[src/rtl/pll_reset_sequencer_if.sv]
// Signal bundle between the PLL reset sequencer and the PLL / downstream core.
// The master modport is the sequencer; the slave modport is the PLL-and-core side.
interface pll_reset_sequencer_if;
    logic       pll_lock;
    logic       pll_resetb;
    logic       pll_bypass;
    logic       core_reset;
    logic       locked;
    logic [7:0] retry_count;
    logic       fault;

    modport master (
        input  pll_lock,
        output pll_resetb,
        output pll_bypass,
        output core_reset,
        output locked,
        output retry_count,
        output fault
    );

    modport slave (
        output pll_lock,
        input  pll_resetb,
        input  pll_bypass,
        input  core_reset,
        input  locked,
        input  retry_count,
        input  fault
    );
endinterface

[src/rtl/pll_reset_sequencer.sv]
// Reset/lock supervisor for one iCE40 PLL, clocked by the PLL reference clock.
// Optional bypass fallback after repeated failures: define PLL_BYPASS_FALLBACK_EN.
module pll_reset_sequencer #(
    parameter int RESET_CYCLES  = 16,
    parameter int LOCK_TIMEOUT  = 4096,
    parameter int STABLE_CYCLES = 256,
    parameter int MAX_RETRIES   = 3
) (
    input  logic                   clock,
    input  logic                   reset,
    pll_reset_sequencer_if.master  bus
);

    localparam int MAX_CYCLES_A = (RESET_CYCLES > LOCK_TIMEOUT) ? RESET_CYCLES : LOCK_TIMEOUT;
    localparam int MAX_CYCLES   = (MAX_CYCLES_A > STABLE_CYCLES) ? MAX_CYCLES_A : STABLE_CYCLES;
    localparam int CW           = $clog2(MAX_CYCLES + 1);

    localparam logic [CW-1:0] RESET_LAST   = CW'(RESET_CYCLES - 1);
    localparam logic [CW-1:0] TIMEOUT_LAST = CW'(LOCK_TIMEOUT - 1);
    localparam logic [CW-1:0] STABLE_LAST  = CW'(STABLE_CYCLES - 1);

    localparam logic [2:0] HOLD      = 3'd0;
    localparam logic [2:0] WAIT_LOCK = 3'd1;
    localparam logic [2:0] STABLE    = 3'd2;
    localparam logic [2:0] RUN       = 3'd3;
`ifdef PLL_BYPASS_FALLBACK_EN
    localparam logic [2:0] FAULT     = 3'd4;
    localparam logic [7:0] RETRY_LIMIT = 8'(MAX_RETRIES);
`endif

    logic          lock_meta;
    logic          lock_s;
    logic [2:0]    state;
    logic [2:0]    state_next;
    logic [CW-1:0] cnt;
    logic [CW-1:0] cnt_next;
    logic [7:0]    retry;
    logic [7:0]    retry_next;
    logic          fail;
    logic          resetb_q;
    logic          core_reset_q;
    logic          locked_q;
    logic          resetb_next;
    logic          core_reset_next;
    logic          locked_next;

    // NOTE: every signal driven here gets a default first, so no path can infer a latch.
    always_comb begin
        state_next = state;
        cnt_next   = cnt + 1'b1;
        retry_next = retry;
        fail       = 1'b0;

        case (state)
            HOLD: begin
                if (cnt == RESET_LAST) begin
                    state_next = WAIT_LOCK;
                    cnt_next   = '0;
                end
            end
            WAIT_LOCK: begin
                // A lock seen on the timeout cycle takes priority over the failure.
                if (lock_s) begin
                    state_next = STABLE;
                    cnt_next   = '0;
                end else if (cnt == TIMEOUT_LAST) begin
                    fail = 1'b1;
                end
            end
            STABLE: begin
                if (!lock_s) begin
                    state_next = WAIT_LOCK;
                    cnt_next   = '0;
                end else if (cnt == STABLE_LAST) begin
                    state_next = RUN;
                    cnt_next   = '0;
                end
            end
            RUN: begin
                cnt_next = cnt;
                if (!lock_s) begin
                    fail = 1'b1;
                end
            end
`ifdef PLL_BYPASS_FALLBACK_EN
            FAULT: begin
                if (cnt == RESET_LAST) begin
                    cnt_next = cnt;
                end
            end
`endif
            default: begin
                state_next = HOLD;
                cnt_next   = '0;
            end
        endcase

        if (fail) begin
            retry_next = (retry == 8'hFF) ? retry : retry + 8'd1;
            cnt_next   = '0;
            state_next = HOLD;
`ifdef PLL_BYPASS_FALLBACK_EN
            if (retry_next == RETRY_LIMIT) begin
                state_next = FAULT;
            end
`endif
        end

        // Outputs are computed from the next state so they register on the same edge as it.
        resetb_next     = (state_next == WAIT_LOCK) || (state_next == STABLE) || (state_next == RUN);
        locked_next     = (state_next == RUN);
        core_reset_next = (state_next != RUN);
`ifdef PLL_BYPASS_FALLBACK_EN
        if (state_next == FAULT) begin
            core_reset_next = !((state == FAULT) && (cnt == RESET_LAST));
        end
`endif
    end

    // NOTE: sequential state uses non-blocking assignments so all flops update from pre-edge values.
    always_ff @(posedge clock or posedge reset) begin
        if (reset) begin
            lock_meta    <= 1'b0;
            lock_s       <= 1'b0;
            state        <= HOLD;
            cnt          <= '0;
            retry        <= 8'd0;
            resetb_q     <= 1'b0;
            core_reset_q <= 1'b1;
            locked_q     <= 1'b0;
        end else begin
            lock_meta    <= bus.pll_lock;
            lock_s       <= lock_meta;
            state        <= state_next;
            cnt          <= cnt_next;
            retry        <= retry_next;
            resetb_q     <= resetb_next;
            core_reset_q <= core_reset_next;
            locked_q     <= locked_next;
        end
    end

`ifdef PLL_BYPASS_FALLBACK_EN
    logic bypass_q;
    logic fault_q;

    always_ff @(posedge clock or posedge reset) begin
        if (reset) begin
            bypass_q <= 1'b0;
            fault_q  <= 1'b0;
        end else begin
            bypass_q <= (state_next == FAULT);
            fault_q  <= (state_next == FAULT);
        end
    end

    assign bus.pll_bypass = bypass_q;
    assign bus.fault      = fault_q;
`else
    assign bus.pll_bypass = 1'b0;
    assign bus.fault      = 1'b0;
`endif

    assign bus.pll_resetb  = resetb_q;
    assign bus.core_reset  = core_reset_q;
    assign bus.locked      = locked_q;
    assign bus.retry_count = retry;

endmodule
[src/flat_wrapper.sv]
// flat-port wrapper written by rule: the top's interface ports become plain ports
module pll_reset_sequencer_flat 
#(
    parameter int RESET_CYCLES  = 16,
    parameter int LOCK_TIMEOUT  = 4096,
    parameter int STABLE_CYCLES = 256,
    parameter int MAX_RETRIES   = 3
)
  (clock, reset, bus_pll_lock, bus_pll_resetb, bus_pll_bypass, bus_core_reset, bus_locked, bus_retry_count, bus_fault);
  pll_reset_sequencer_if bus_i ();
  input  logic clock;
  input  logic reset;
  input wire logic [$bits(bus_i.pll_lock)-1:0] bus_pll_lock;
  output wire logic [$bits(bus_i.pll_resetb)-1:0] bus_pll_resetb;
  output wire logic [$bits(bus_i.pll_bypass)-1:0] bus_pll_bypass;
  output wire logic [$bits(bus_i.core_reset)-1:0] bus_core_reset;
  output wire logic [$bits(bus_i.locked)-1:0] bus_locked;
  output wire logic [$bits(bus_i.retry_count)-1:0] bus_retry_count;
  output wire logic [$bits(bus_i.fault)-1:0] bus_fault;
  assign bus_i.pll_lock = bus_pll_lock;
  assign bus_pll_resetb = bus_i.pll_resetb;
  assign bus_pll_bypass = bus_i.pll_bypass;
  assign bus_core_reset = bus_i.core_reset;
  assign bus_locked = bus_i.locked;
  assign bus_retry_count = bus_i.retry_count;
  assign bus_fault = bus_i.fault;
  pll_reset_sequencer #(.RESET_CYCLES(RESET_CYCLES), .LOCK_TIMEOUT(LOCK_TIMEOUT), .STABLE_CYCLES(STABLE_CYCLES), .MAX_RETRIES(MAX_RETRIES)) u_core (.clock(clock), .reset(reset), .bus(bus_i));
endmodule
[config.mk]
export PLATFORM = sky130hd
export DESIGN_NAME = pll_reset_sequencer_flat
export DESIGN_NICKNAME = d
export VERILOG_FILES = /design/src/rtl/pll_reset_sequencer_if.sv /design/src/rtl/pll_reset_sequencer.sv /design/src/flat_wrapper.sv
export SDC_FILE = /design/constraint.sdc
export NUM_CORES = 1
export LEC_CHECK = 0
export CAP_MARGIN = 20
export CORE_UTILIZATION = 35
export CTS_BUF_LIST = sky130_fd_sc_hd__clkbuf_8
export CTS_CLUSTER_DIAMETER = 200
export CTS_CLUSTER_SIZE = 20
export DETAILED_ROUTE_END_ITERATION = 8
export GPL_TIMING_DRIVEN = 0
export PLACE_DENSITY = 0.66
export SETUP_SLACK_MARGIN = 0.2
export SLEW_MARGIN = 15
export SYNTH_ARGS = -nofsm -noshare
export SYNTH_HDL_FRONTEND = slang
export SYNTH_SLANG_ARGS = --single-unit
[constraint.sdc]
create_clock -name clock -period 4.4 [get_ports clock]
set_clock_uncertainty 0.15 [all_clocks]
set_input_delay 0.44 -clock clock [delete_from_list [all_inputs] [get_ports clock]]
set_output_delay 0.44 -clock clock [all_outputs]
set_load 0.02 [all_outputs]
Yosys cells after proc, flatten, opt, wreduce, memory -nomap -nowiden --
Cells that the tools add are included.
Word-level totals: input port bits 3, register bits 29
Operators by class: muxes and demuxes 16, bitwise operators 1, $add $sub $neg 2, reduce and logical (&&, ||, !) cells 4, equality and inequality tests 12
Operator list (count):
- $mux 13 | 5
- $pmux 13 s4 | 1
- $mux 3 | 5
- $add 13x1->13 const B | 1
- $eq 13x12->1 const B | 1
- $eq 13x4->1 const B | 1
- $eq 13x8->1 const B | 1
- $eq 3x2->1 const B | 4
- $pmux 3 s4 | 1
- $add 8x1->8 const B | 1
- $eq 8x8->1 const B | 1
- $eq 3x1->1 const B | 2
- $logic_not 3->1 | 1
- $mux 1 | 3
- $ne 3x2->1 const B | 1
- $logic_or 1x1->1 | 2
- $ne 2x1->1 const B | 1
- $pmux 1 s2 | 1
- $reduce_and 2->1 | 1
- $not 1->1 | 1

Depth between registers and ports, before layout --
word-level depth 8, mapped depth 8, gate-level depth less buffers 7

Least setup slack after synthesis --
No wires, ideal clock.
path kind register to register, start register u_core.cnt[0], end register u_core.cnt[4], required time 4.132 ns, cell stages (with the launch flop) 9, path slack 2.264 ns, arrival time 1.868 ns, period minus slack after synthesis 2.136 ns, buffers on the path 1, cell sequence dfrtp_1 > ha_1 > nand3_1 > or2_1 > o41a_1 > o21ai_2 > buf_4 > nor3_1 > a21o_1
Between the ends: cells in the longest elaborated chain, start to end 5, elaborated cells on any way between the ends 14
RTL lines:
- from (decl) | line pll_reset_sequencer.sv:35 | logic [CW-1:0] cnt;
- from (signal assigned) | line pll_reset_sequencer.sv:135 | cnt <= cnt_next;
- $add 13x1->13, or another cell as far along | line pll_reset_sequencer.sv:50 | cnt_next = cnt + 1'b1;
- $mux 13 / $mux 1 (equally long branches) | line pll_reset_sequencer.sv:74, pll_reset_sequencer.sv:66
- $mux 13 / $mux 1 (equally long branches) | line pll_reset_sequencer.sv:71, pll_reset_sequencer.sv:63
- $pmux 13 s4 / $pmux 1 s2 (equally long branches) | line pll_reset_sequencer.sv:54 | case (state)
- $mux 13 / $ne 2x1->1 (equally long branches)
Several ways; a longest one is shown, not always the timed one. A chain may end at the register's enable or synchronous reset.

Worst setup path after layout --
start register u_core.cnt[0], end register u_core.retry[6] (netlist: u_core.bus.retry_count[6])
Between the ends: cells in the longest elaborated chain, start to end 5
RTL lines:
- $eq 13x12->1 | line pll_reset_sequencer.sv:66 | end else if (cnt == TIMEOUT_LAST) begin
- $mux 1 | line pll_reset_sequencer.sv:66
- $mux 1 | line pll_reset_sequencer.sv:63 | if (lock_s) begin
- $pmux 1 s2 | line pll_reset_sequencer.sv:54
- $reduce_and 2->1 (no line)
- to (signal assigned) | line pll_reset_sequencer.sv:136 | retry <= retry_next;
- to (decl) | line pll_reset_sequencer.sv:37 | logic [7:0] retry;
No other way between the ends.

==> flow_metrics.py <==
metrics = {
    "timing": {
        "max_freq_mhz": 406,
        "min_period_ns": 2.47,
        "tns_ns": 0,
        "drv_slew": 0,
        "slew_headroom": 0.544,
        "tightestPinTransition_ns": 0.682,
        "setup_ws_ns": 1.93,
        "rsz0062_at_grt": "false",
        "fin_crit_sh": 0.560,
        "setup_viol": 0,
        "hold_viol": 0,
    },
    "routing": {
        "viasPerCell": 5.23,
        "drt_wl_total_mm": 2.88,
        "dr.pass1.iters": 4,
        "drtIter0Drc": 51,
        "ant_nets": 0,
        "route.detailed.drc": 0,
        "wl_per_cell_um": 12.7,
        "num_vias": 1183,
    },
    "yosys": {
        "synth.top_cells.by_area": "dfrtp_1 (47%), xnor2_1 (3.5%), and3_1 (3.3%), nand3_1 (3.3%), nand2_1 (3.2%)",
        "synth-warning-count": 0,
        "yosysTopAreaCellShare": 0.466,
        "synth-main-ff-cell": "dfrtp_1",
        "synth_seq_cells": 29,
        "synth_cell_type_count": 42,
        "synth.most_common_cell": "dfrtp_1",
        "synthArstFlopShare": 1.00,
        "syn_inst": 153,
        "netlist_area_um2": 1510,
        "synth_top_area_cell": "dfrtp_1",
        "synth_seq_area_share": 0.483,
        "synth_common_cells": "dfrtp_1 (28), nand2_1 (13), nor2_1 (13)",
        "synth_edf_count": 0,
        "avgSynthCellArea_um2": 9.84,
    },
    "floorplan": {
        "die_area_um2": 4570,
        "rows": 23,
        "die_h_um": 67.6,
        "start_util": 0.371,
        "ios": 16,
        "die_w_um": 67.6,
        "coreArea_um2": 4060,
    },
    "power_and_ir_drop": {
        "p_per_area_nw_per_um2": 292,
        "leakage_nw": 0.830,
        "peakVddDrop_mv": 0.161,
    },
    "placement": {
        "gp_congestion": 0.800,
        "dp_hpwl_mm": 2.03,
        "pre_cts_ws_ns": 1.99,
        "io_buffers": 13,
        "post-place-cells": 218,
        "placed_area_um2": 1710,
    },
    "clock_tree": {
        "numCtsBuffers": 5,
        "cts_max_path_buffers": 2,
        "clock-sinks": 29,
        "cts_htree_levels": 2,
        "ctsResizeCount": 0,
        "cts-root-buf": "clkbuf_8",
        "clkTransAtPathRegs_ns": 0.06,
        "cts_tree": "built",
        "post_cts_buffers": 0,
        "insertion_delay_ns": 0.28,
        "cts_hold_buf": 0,
    },
    "run_status": {
        "status": "finished clean",
    },
    "grt": {
        "grt_pass1_vias": 1126,
        "grt_antenna_before_repair": 0,
        "grt_usage": 0.152,
        "gr-total-overflow": 0,
        "grt_first_pass_wirelength_mm": 4.93,
        "grt_max_degree": 30,
    },
    "final_layout": {
        "stdcell_count": 226,
        "utilization": 0.445,
        "final_cell_area_um2": 1810,
        "syn2layout_area_growth_pct": 20.0,
        "antenna_cells": 0,
        "nNetsFinal": 180,
        "final_layout_size_suffix_gt1_frac": 0.119,
    },
    "run": {
        "drv_cap": 0,
    },
    "critical_path": {
        "cp.arrival_ns": 2.48,
        "endpoint_kind": "flip-flop",
        "start_kind": "flip-flop",
        "cp_max_fo": 8,
        "path_class": "flip-flop to flip-flop",
        "crit_required_ns": 4.42,
    },
    "hold_path": {
        "hold_class": "flip-flop to flip-flop",
    },
}
-- cells by family (layout without fill, tap and decap cells) --
family | after synthesis | count (layout) | synth area share
AND/OR/NAND/NOR | 74 | 74 | 0.283
flip-flops | 29 | 29 | 0.483
AO/OA/AOI/OAI | 25 | 25 | 0.106
buffers and inverters | 10 | 31 | 0.0341
XOR/XNOR | 8 | 8 | 0.0466
multiplexers | 4 | 4 | 0.0283
adder cells (fa/ha/maj) | 2 | 2 | 0.0166
other | 1 | 3 | 0.00249
-- per-layer routing --
| metal | vias up | part of all wire | GRT usage |
|---|---|---|---|
| met5 | - | 0 | 0 |
| met4 | 0 | 0.026 | 0.101 |
| met1 | 572 | 0.45 | 0.178 |
| met3 | 8 | 0.040 | 0.0557 |
| met2 | 20 | 0.49 | 0.233 |
| li1 | 583 | - | - |
-- worst max-delay path, stage by stage (launching register included) --
cell and delay, ns:
dfrtp_1 0.39, ha_1 0.22, nand3_1 0.21, nor4_1 0.45, nor2_1 0.15, nor3_4 0.27, nand4_1 0.18, mux2_1 0.33
-- through the flow --
stage	power, W	hold slack [ns]
finish	0.000528	0.207
global route	0.000556	0.216
CTS	0.000540	0.214
detailed placement	0.000295	0.200
global placement	0.000295	0.187
floorplan	0.000290	0.181
-- where the power goes --
group          internal, W  switching, W  leakage [nW]
logic           0.00000671     0.0000117         0.382
clock network     0.000141     0.0000968        0.0542
registers         0.000269    0.00000284         0.394
total             0.000417      0.000111         0.830
-- registers in the layout, summed over array words and instances, names as in the netlist --
| register | count |
|---|---|
| u_core.state | 3 |
| u_core.lock_s | 1 |
| u_core.bus.pll_resetb | 1 |
| u_core.bus.retry_count | 8 |
| u_core.lock_meta | 1 |
| u_core.bus.locked | 1 |
| u_core.cnt | 13 |
| u_core.bus.core_reset | 1 |
-- cell usage in the layout, fill, tap and decap left out, types with 2 or more instances in the layout --
master and n:
a21o_1 5, a21oi_1 4, and3_1 8, and4_1 2
buf_2 2, buf_4 3, clkbuf_8 7, clkdlybuf4s50_1 13
conb_1 3, dfrtp_1 28, ha_1 2, inv_1 3
mux2_1 2, mux2i_1 2, nand2_1 13, nand2b_1 4
nand3_1 10, nand4_1 5, nor2_1 13, nor3_1 3
nor3b_1 3, nor4_1 2, nor4_2 2, o21ai_0 3
o21ai_1 7, xnor2_1 6, xor2_1 2
-- layout make-up --
class | instances | area [um^2]
buffer | 6 | 36.3
clock buffer | 7 | 96.3
clock inverter | 1 | 5.00
fill | 381 | 2250
inverter | 4 | 15.0
multi-input combinational | 116 | 734
sequential | 29 | 727
tap | 50 | 62.6
timing repair buffer | 13 | 130
-- worst paths after layout --
check | from | endpoint | slack (ns) | cells past startpoint
min | u_core.lock_meta | u_core.lock_s | 0.21 | 0
min reg2reg | u_core.lock_meta | u_core.lock_s | 0.21 | 0
max reg2reg | u_core.cnt[0] | u_core.bus.retry_count[6] | 1.93 | 7
min in group asynchronous | reset | u_core.lock_meta | 0.40 | 2
max | u_core.cnt[0] | u_core.bus.retry_count[6] | 1.93 | 7
max in group asynchronous | reset | u_core.cnt[9] | 3.30 | 2
Note: power is estimated with default switching activity, not from simulation.
